### config.mk
export PLATFORM = sky130hd
export DESIGN_NAME = instruction_fetch_unit
export DESIGN_NICKNAME = d
export VERILOG_FILES = /design/src/rtl/fetch_pkg.sv /design/src/rtl/instruction_fetch_unit_program_counter.sv /design/src/rtl/instruction_fetch_unit.sv
export SDC_FILE = /design/constraint.sdc
export NUM_CORES = 1
export LEC_CHECK = 0
export ABC_AREA = 1
export BUFFER_PORTS_ARGS = -buffer_cell sky130_fd_sc_hd__buf_4
export CAP_MARGIN = 20
export CORE_ASPECT_RATIO = 2
export CORE_UTILIZATION = 53
export DETAILED_ROUTE_END_ITERATION = 8
export MAX_ROUTING_LAYER = met4
export PLACE_DENSITY = 0.8
export SLEW_MARGIN = 20
export SYNTH_ARGS = -nofsm -noshare
export SYNTH_HDL_FRONTEND = slang
export SYNTH_SLANG_ARGS = --single-unit
export TNS_END_PERCENT = 50
### constraint.sdc
create_clock -name clk -period 1.6 [get_ports clk]
set_input_delay 0.08 -clock clk [delete_from_list [all_inputs] [get_ports clk]]
set_output_delay 0.08 -clock clk [all_outputs]
set_load 0.01 [all_outputs]
### src/rtl/fetch_pkg.sv
// Shared definitions for the instruction fetch unit: FSM encoding, NOP word,
// reset PC default and instruction field positions used by the instruction register.
package fetch_pkg;

    typedef enum logic [1:0] {
        IDLE  = 2'b00,
        REQ   = 2'b01,
        WRITE = 2'b10
    } fetch_state_t;

    localparam logic [15:0] NOP_WORD         = 16'h0000;
    localparam logic [15:0] RESET_PC_DEFAULT = 16'h0000;

    // Instruction field positions, shared with the instruction register
    localparam int OPCODE_MSB = 15;
    localparam int OPCODE_LSB = 12;
    localparam int FUNC_MSB   = 3;
    localparam int FUNC_LSB   = 0;

endpackage

### src/rtl/instruction_fetch_unit_program_counter.sv
// Program counter: direct load when idle, one-entry pending load while a fetch is
// in flight, and wrap-around increment on instruction capture.
module program_counter #(
    parameter int                ADDR_W   = 16,
    parameter logic [ADDR_W-1:0] RESET_PC = '0
) (
    input  logic              clk,
    input  logic              rst,
    input  logic              load,
    input  logic [ADDR_W-1:0] load_value,
    input  logic              hold,
    input  logic              commit,
    input  logic              increment,
    output logic [ADDR_W-1:0] pc
);

    logic [ADDR_W-1:0] pc_reg;
    logic [ADDR_W-1:0] pend_value_reg;
    logic              pend_valid_reg;

    always_ff @(posedge clk or negedge rst) begin
        if (!rst) begin
            pc_reg         <= RESET_PC;
            pend_value_reg <= '0;
            pend_valid_reg <= 1'b0;
        end else if (!hold) begin
            if (load) begin
                pc_reg <= load_value;
            end
            pend_valid_reg <= 1'b0;
        end else if (commit) begin
            // A load arriving on the commit edge is the newest target and wins.
            if (load) begin
                pc_reg <= load_value;
            end else if (pend_valid_reg) begin
                pc_reg <= pend_value_reg;
            end else if (increment) begin
                pc_reg <= pc_reg + 1'b1;
            end
            pend_valid_reg <= 1'b0;
        end else if (load) begin
            pend_value_reg <= load_value;
            pend_valid_reg <= 1'b1;
        end
    end

    assign pc = pc_reg;

endmodule

### src/rtl/instruction_fetch_unit.sv
// Instruction fetch unit: PC plus request/ready handshake to instruction memory,
// feeding the instruction register. Optional timeout enabled by FETCH_TIMEOUT_EN.
module instruction_fetch_unit
    import fetch_pkg::*;
#(
    parameter int                ADDR_W      = 16,
    parameter logic [ADDR_W-1:0] RESET_PC    = ADDR_W'(RESET_PC_DEFAULT),
    parameter int                TIMEOUT_CYC = 15
) (
    input  logic              clk,
    input  logic              rst,
    input  logic              C_FetchReq,
    input  logic              C_PCWrite,
    input  logic [ADDR_W-1:0] D_PCNext,
    output logic              mem_req,
    output logic [ADDR_W-1:0] mem_addr,
    input  logic [15:0]       mem_rdata,
    input  logic              mem_ready,
    output logic [15:0]       D_MemData,
    output logic              C_IRWrite,
    output logic              fetch_done,
    output logic [ADDR_W-1:0] D_PC,
    output logic              busy,
    output logic              fetch_fault
);

    fetch_state_t      state_reg;
    fetch_state_t      state_next;
    logic [ADDR_W-1:0] mem_addr_reg;
    logic [15:0]       mem_data_reg;
    logic              accept;
    logic              capture;
    logic              timeout;
    logic              fault_reg;

    assign accept  = (state_reg == IDLE) && C_FetchReq;
    assign capture = (state_reg == REQ) && mem_ready;

`ifdef FETCH_TIMEOUT_EN
    logic [3:0] wait_cnt_reg;

    assign timeout = (state_reg == REQ) && !mem_ready && (wait_cnt_reg == 4'(TIMEOUT_CYC - 1));

    always_ff @(posedge clk or negedge rst) begin
        if (!rst) begin
            wait_cnt_reg <= 4'd0;
            fault_reg    <= 1'b0;
        end else begin
            if ((state_reg == REQ) && !mem_ready) begin
                wait_cnt_reg <= wait_cnt_reg + 4'd1;
            end else begin
                wait_cnt_reg <= 4'd0;
            end
            if (accept) begin
                fault_reg <= 1'b0;
            end else if (timeout) begin
                fault_reg <= 1'b1;
            end
        end
    end
`else
    logic unused_timeout_cfg;

    assign unused_timeout_cfg = ^TIMEOUT_CYC[3:0];
    assign timeout            = 1'b0;
    assign fault_reg          = 1'b0;
`endif

    always_comb begin
        state_next = state_reg;
        case (state_reg)
            IDLE:    if (C_FetchReq) state_next = REQ;
            REQ:     if (mem_ready || timeout) state_next = WRITE;
            WRITE:   state_next = IDLE;
            default: state_next = IDLE;
        endcase
    end

    always_ff @(posedge clk or negedge rst) begin
        if (!rst) begin
            state_reg    <= IDLE;
            mem_addr_reg <= '0;
            mem_data_reg <= NOP_WORD;
        end else begin
            state_reg <= state_next;
            // A jump in the same cycle as the request redirects this fetch.
            if (accept) begin
                mem_addr_reg <= C_PCWrite ? D_PCNext : D_PC;
            end
            if (capture) begin
                mem_data_reg <= mem_rdata;
            end else if (timeout) begin
                mem_data_reg <= NOP_WORD;
            end
        end
    end

    // Pending jumps stored during WRITE are committed on its exit edge so none linger.
    program_counter #(
        .ADDR_W   (ADDR_W),
        .RESET_PC (RESET_PC)
    ) u_pc (
        .clk        (clk),
        .rst        (rst),
        .load       (C_PCWrite),
        .load_value (D_PCNext),
        .hold       (state_reg != IDLE),
        .commit     (capture || timeout || (state_reg == WRITE)),
        .increment  (capture),
        .pc         (D_PC)
    );

    assign mem_req     = (state_reg == REQ);
    assign mem_addr    = mem_addr_reg;
    assign D_MemData   = mem_data_reg;
    assign busy        = (state_reg != IDLE);
    assign fetch_done  = (state_reg == WRITE);
    assign C_IRWrite   = (state_reg == WRITE) && !fault_reg;
    assign fetch_fault = fault_reg;

endmodule

==> Word-level counts from Yosys, hierarchy flattened <==
Index checks and enable logic that the tools add are counted.
{ "word_totals": {"ff_bits": 67, "latchBits": 0, "ramBits": 0, "romBits": 0, "in_bits": 37, "wordCells": 35, "n_memories": 0} }
{ "op_classes": {"n_addsub": 1, "mul": 0, "div": 0, "magnitude_cmp": 0, "eq_ne": 7, "n_shift": 0, "muxes": 12, "bitwise": 1, "n_reduce_logical": 8} }
{ "ops": {"columns": ["operator", "count"], "rows": [
  ["2-to-1 mux 16 bit", 6],
  ["adder 16 x 1 -> 16 bit, second input constant", 1],
  ["2-to-1 mux 2 bit", 2],
  ["inequality test 2 bit, second input constant", 2],
  ["inequality test 4 bit, second input constant", 1],
  ["one-hot mux 2 bit (2 select lines)", 1],
  ["AND reduction 2 bit", 2],
  ["2-to-1 mux 1 bit", 3],
  ["inequality test 3 bit, second input constant", 1],
  ["AND reduction 3 bit", 1],
  ["== test 2 x 1 -> 1 bit, second input constant", 1],
  ["== test 2 bit, second input constant", 1],
  ["logical AND 1 bit", 2],
  ["zero test 2 bit", 1],
  ["inequality test 2 x 1 -> 1 bit, second input constant", 1],
  ["nonzero test 2 bit", 1],
  ["logical OR 1 bit", 1],
  ["NOT 1 bit", 1]
]} }

==> Logic depth before layout (Yosys ltp) <==
{ "depth": {"ltp_word": 7, "depth_mapped": 9, "mapped_depth_nobuf": 9} }

==> Modules after synthesis <==
From an unflattened synthesis, not the netlist that was laid out.
{ "hier_totals": {"hier_cells": 463, "hier_area_um2": 3513.4} }
{ "by_module_without_submodules": {"columns": ["module", "n_inst", "cells_each", "area_per_inst_um2"], "rows": [
  ["program_counter", 1, 260, 1958.1],
  ["instruction_fetch_unit", 1, 203, 1555.2]
]} }

==> Worst setup path before layout <==
Ideal clock, no wire load.
{ "synth_path": {"path_kind": "flip-flop to flip-flop", "start": "reg state_reg[0]", "end": "reg u_pc.pend_value_reg[0]", "setup_time_ns": 0.125, "arrival_time_ns": 1.329, "t_required_ns": 1.475, "setup_slack_ns": 0.145, "path_stages_with_launch": 9, "n_path_buf": 1, "cell_sequence": "dfrtp_1 > inv_4 > nor2_4 > nand2_4 > inv_4 > nor2_4 > nand2_4 > buf_8 > mux2_4"} }
{ "synth_via": {"elab_chain_cells": 5, "word_cells_on_any_way": 7, "cone_classes": "2 x eq/ne; 1 x bitwise; 4 x reduce/logical"} }
{ "synth_rtl": {"columns": ["element", "line", "text"], "rows": [
  ["start: declaration", "instruction_fetch_unit.sv:27", "fetch_state_t state_reg;"],
  ["start signal: assignment", "instruction_fetch_unit.sv:85", "state_reg <= state_next;"],
  ["== test 2 x 1 -> 1 bit", null, null],
  ["via mem_req", "instruction_fetch_unit.sv:15", "output logic mem_req,"],
  ["logical AND 1 bit", "instruction_fetch_unit.sv:37", "assign capture = (state_reg == REQ) && mem_ready;"],
  ["logical OR 1 bit", "instruction_fetch_unit.sv:108", ".commit (capture || timeout || (state_reg == WRITE)),"],
  ["NOT 1 bit (no line)", null, null],
  ["AND reduction 3 bit (no line)", null, null],
  ["end signal: assignment", "instruction_fetch_unit_program_counter.sv:42", "pend_value_reg <= load_value;"],
  ["end: declaration", "instruction_fetch_unit_program_counter.sv:18", "logic [ADDR_W-1:0] pend_value_reg;"]
]} }
The timed path passes the listed nets, and every way through them passes these cells.
A chain may end at the register's enable or synchronous reset.

==> Worst setup path after layout <==
{ "layout_path": {"start": "reg state_reg[0]", "end": "reg u_pc.pc_reg[10] (netlist: u_pc.pc[10])"} }
{ "layout_via": {"elab_chain_cells": 5, "word_cells_on_any_way": 9, "cone_classes": "4 x eq/ne; 1 x mux; 4 x reduce/logical"} }
{ "layout_rtl": {"columns": ["element", "line", "text"], "rows": [
  ["== test 2 x 1 -> 1 bit", "instruction_fetch_unit.sv:37", null],
  ["logical AND 1 bit", "instruction_fetch_unit.sv:37", null],
  ["logical OR 1 bit", "instruction_fetch_unit.sv:108", null],
  ["inequality test 2 bit (no line)", null, null],
  ["AND reduction 2 bit (no line)", null, null],
  ["end signal: assignment", "instruction_fetch_unit_program_counter.sv:34", "pc_reg <= load_value;"],
  ["end signal: assignment", "instruction_fetch_unit_program_counter.sv:36", "pc_reg <= pend_value_reg;"],
  ["end signal: assignment", "instruction_fetch_unit_program_counter.sv:38", "pc_reg <= pc_reg + 1'b1;"],
  ["end: declaration", "instruction_fetch_unit_program_counter.sv:17", "logic [ADDR_W-1:0] pc_reg;"]
]} }
Parallel ways exist; a longest one is shown, timed or not.

==> metrics.md <==
| Metric | Value |
|---|---|
| Status | `finished, final reports clean` |
| Syn Area/Cell | `8.14 um^2` |
| H-tree depth | `3` |
| Crit path time final | `1.52 ns` |
| TritonCTS clock tree | `done` |
| Clock Skew | `~0.0074 ns` |
| Core ar. | `0.00631 mm^2` |
| Post-synthesis adder-cell area fraction | `0.362%` |
| Crit Path Class | `reg -> reg` |
| Total Wirelength | `about 10 mm` |
| Post-DR wirelength/cell | `15.5 um` |
| Post-Syn Area | `0.00346 mm^2` |
| Min-delay worst type | `in -> reg` |
| Gr usage total | `33.5%` |
| Via count | `roughly 3400` |
| XOR/XNOR Fraction of Synth Area | `1.01%` |
| Routed Antenna Nets | `0` |
| Compound-Gate Fraction of Synth Area | `11.9%` |
| Mux cell area share after synthesis | `6.29%` |
| Clock Tree Root | `clkbuf_16` |
| P&R area growth vs syn | `42.7%` |
| DP HPWL | `6.44 mm` |
| DRC viols | `0` |
| Critical path launch point | `state_reg[0]` |
| Synth cell types | `33` |
| CTS Buf Count | `9` |
| Async SR Flop Fraction | `100%` |
| Die area | `0.00687 mm^2` |
| Endpoint type of the worst setup path | `register` |
| Worst Path Max Fanout | `14` |
| CTS Sinks | `67` |
| Vias per cell | `between 5 and 6` |
| Max IR drop VDD | `1.12 mV` |
| Final cell count without fillers | `646` |
| Global-route wire length before repair | `16.2 mm` |
| Net count, final | `593` |
| # diodes | `0` |
| Ys Warns | `0` |
| Layout cell share with drive strength beyond 1 | `27.1%` |
| Synth Flop Type | `dfrtp_1` |
| Post-Synth Simple-Gate Area | `25.9%` |
| Post-synthesis sequential area ratio | `48.5%` |
| Slew Viols, Final | `0` |
| Largest family of logic cells by synthesized area | `simple AND/OR/NAND/NOR gates` |
| Post-synth EDFFs | `0` |
| I/O Pins | `90` |
| Synth Register Bits | `67` |
| HP Start | `C_PCWrite` |
| Syn Nets | `463` |
| Bufs on Longest Clock Path | `2` |
| Arrival time worst endpoint | `1.78 ns` |
| Cell leakage power | `2.49 nW` |
| WP data required | `~1.9 ns` |
| Remaining Overflow, GRT | `0` |
| IO buf count | `88` |
| Initial antenna violation count | `0` |
| Worst r2r src | `state_reg[0]` |
| Fmax | `0.657 GHz` |
| Row count | `between 40 and 50` |
| Post-placement cell count | `595` |
| Chip width | `between 50 and 60 um` |
| Tcrit/Tclk final | `95.1%` |
| Placed standard-cell area | `between 0.004 and 0.005 mm^2` |
| Post-route cell area | `0.00494 mm^2` |
| Vert. Die Dim | `116 um` |
| Largest net degree at the start of global routing | `38` |
| Detailed Route Iter0 Violations | `between 150 and 200` |
| Hold Fails Final Rpt | `0` |
| Max_cap viols | `0` |
| Final setup violation count | `0` |
| Initial core utilization | `54.8%` |
| PwrDens | `about 1900 mW/mm^2` |
| Clock Latency Late Sink | `around 0.34 ns` |
| Mapped Cells | `~430` |
| Drt first pass iters | `4` |
| Final GP Congestion | `0.962` |
| Vias in the first global route | `between 3000 and 4000` |
| CTS clk-pin slew, worst paths | `0.05 ns` |
| Critical Path Source Type | `register` |
==> placed cells by master, fill, tap and decap left out, types with 3 or more instances in the layout <==
| master | netlist | layout |
|---|---|---|
| inv_1 | 21 | 20 |
| o21ai_0 | 24 | 24 |
| mux2_2 | 6 | 6 |
| a31oi_1 | 16 | 16 |
| buf_4 | 2 | 103 |
| xor2_1 | 3 | 3 |
| dlygate4sd3_1 | 0 | 34 |
| o211ai_1 | 3 | 3 |
| clkbuf_16 | 0 | 9 |
| nand3_1 | 18 | 17 |
| nand2_1 | 129 | 128 |
| nand4_1 | 3 | 3 |
| mux2_4 | 10 | 10 |
| a21oi_1 | 24 | 24 |
| clkbuf_8 | 0 | 3 |
| nor2_1 | 60 | 58 |
| dfrtp_1 | 67 | 65 |
| clkbuf_1 | 5 | 3 |
==> final timing paths <==
| path | end | slack [ns] | cells after the start |
|---|---|---|---|
| max | u_pc.pc[10] | 0.08 | 8 |
| min | mem_addr[9] | 0.14 | 3 |
| max reg2reg | u_pc.pc[10] | 0.08 | 8 |
| min reg2reg | D_MemData[1] | 0.48 | 2 |
| max in group asynchronous | D_MemData[4] | 0.85 | 3 |
| min in group asynchronous | u_pc.pend_value_reg[9] | 0.22 | 2 |
==> cells in the mapped netlist (3+ instances only) <==
library cell / instances / share of area, %
a21oi_1: 24 / 3.5
a31oi_1: 16 / 2.9
buf_2: 12 / 1.7
clkbuf_1: 5 / 0.54
dfrtp_1: 67 / 48
inv_1: 21 / 2.3
mux2_2: 6 / 2.0
mux2_4: 10 / 4.3
nand2_1: 129 / 14
nand3_1: 18 / 2.6
nand4_1: 3 / 0.54
nor2_1: 60 / 6.5
o211ai_1: 3 / 0.65
o21ai_0: 24 / 3.5
xor2_1: 3 / 0.76
==> layout make-up <==
| class | instances | area, um^2 |
|---|---|---|
| fill | 433 | 1370 |
| clock inverter | 1 | 30.0 |
| tap | 86 | 108 |
| inverter | 24 | 95.1 |
| timing repair buffer | 139 | 1140 |
| multi-input combinational | 314 | 1600 |
| clock buffer | 15 | 278 |
| sequential | 67 | 1680 |
==> through the flow <==
stage | TNS, ns | total power, mW | hold slack [ns] | util, % | worst slack [ns]
2_1_floorplan | 0 | 5.38 | -0.216 | - | 0.145
3_3_place_gp | 0 | 7.01 | 0.0413 | 67.4 | 0.0528
3_5_place_dp | 0 | 7.16 | 0.0423 | 67.4 | 0.0272
4_1_cts | 0 | 9.32 | 0.115 | 77.7 | 0.00564
5_1_grt | -0.00155 | 10.0 | 0.165 | 78.2 | -0.00155
6_report | 0 | 9.40 | 0.137 | 78.2 | 0.0781
==> cell families after synthesis <==
group,after synthesis
XOR/XNOR,4
AO/OA/AOI/OAI,73
flip-flops,67
buffers and inverters,44
multiplexers,16
other,1
AND/OR/NAND/NOR,219
adder cells (fa/ha/maj),1
==> worst max-delay path, stage by stage, from the launching register on <==
cell and delay, ns:
dfrtp_1 0.41, inv_4 0.09, nor2_4 0.11, nand2_4 0.09
buf_6 0.16, nand2_1 0.17, buf_4 0.23, nor2_1 0.06
a21oi_1 0.12
==> per-layer routing <==
metal | global-route usage [%] | part of all wire, % | vias to the layer above
met5 | - | 0 | -
met4 | 21.1 | 3.1 | 0
met1 | 32.5 | 35 | 1608
li1 | - | - | 1654
met2 | 58.5 | 57 | 142
met3 | 6.98 | 5.3 | 29
==> repair_timing <==
action / in CTS / in global routing
buffers inserted: 0 / 1
hold endpoints to repair: 63 / 0
hold buffers: 34 / 0
setup endpoints to repair: 0 / 11
resized for setup: 0 / 10
==> where the power goes <==
| part | internal (mW) | total, mW | leakage (nW) | switching (mW) |
|---|---|---|---|---|
| Sequential | 2.55 | 3.34 | 0.788 | 0.799 |
| Combinational | 1.96 | 4.02 | 1.55 | 2.06 |
| Clock | 1.33 | 2.04 | 0.150 | 0.705 |
Note: power is estimated with default switching activity, not from simulation.
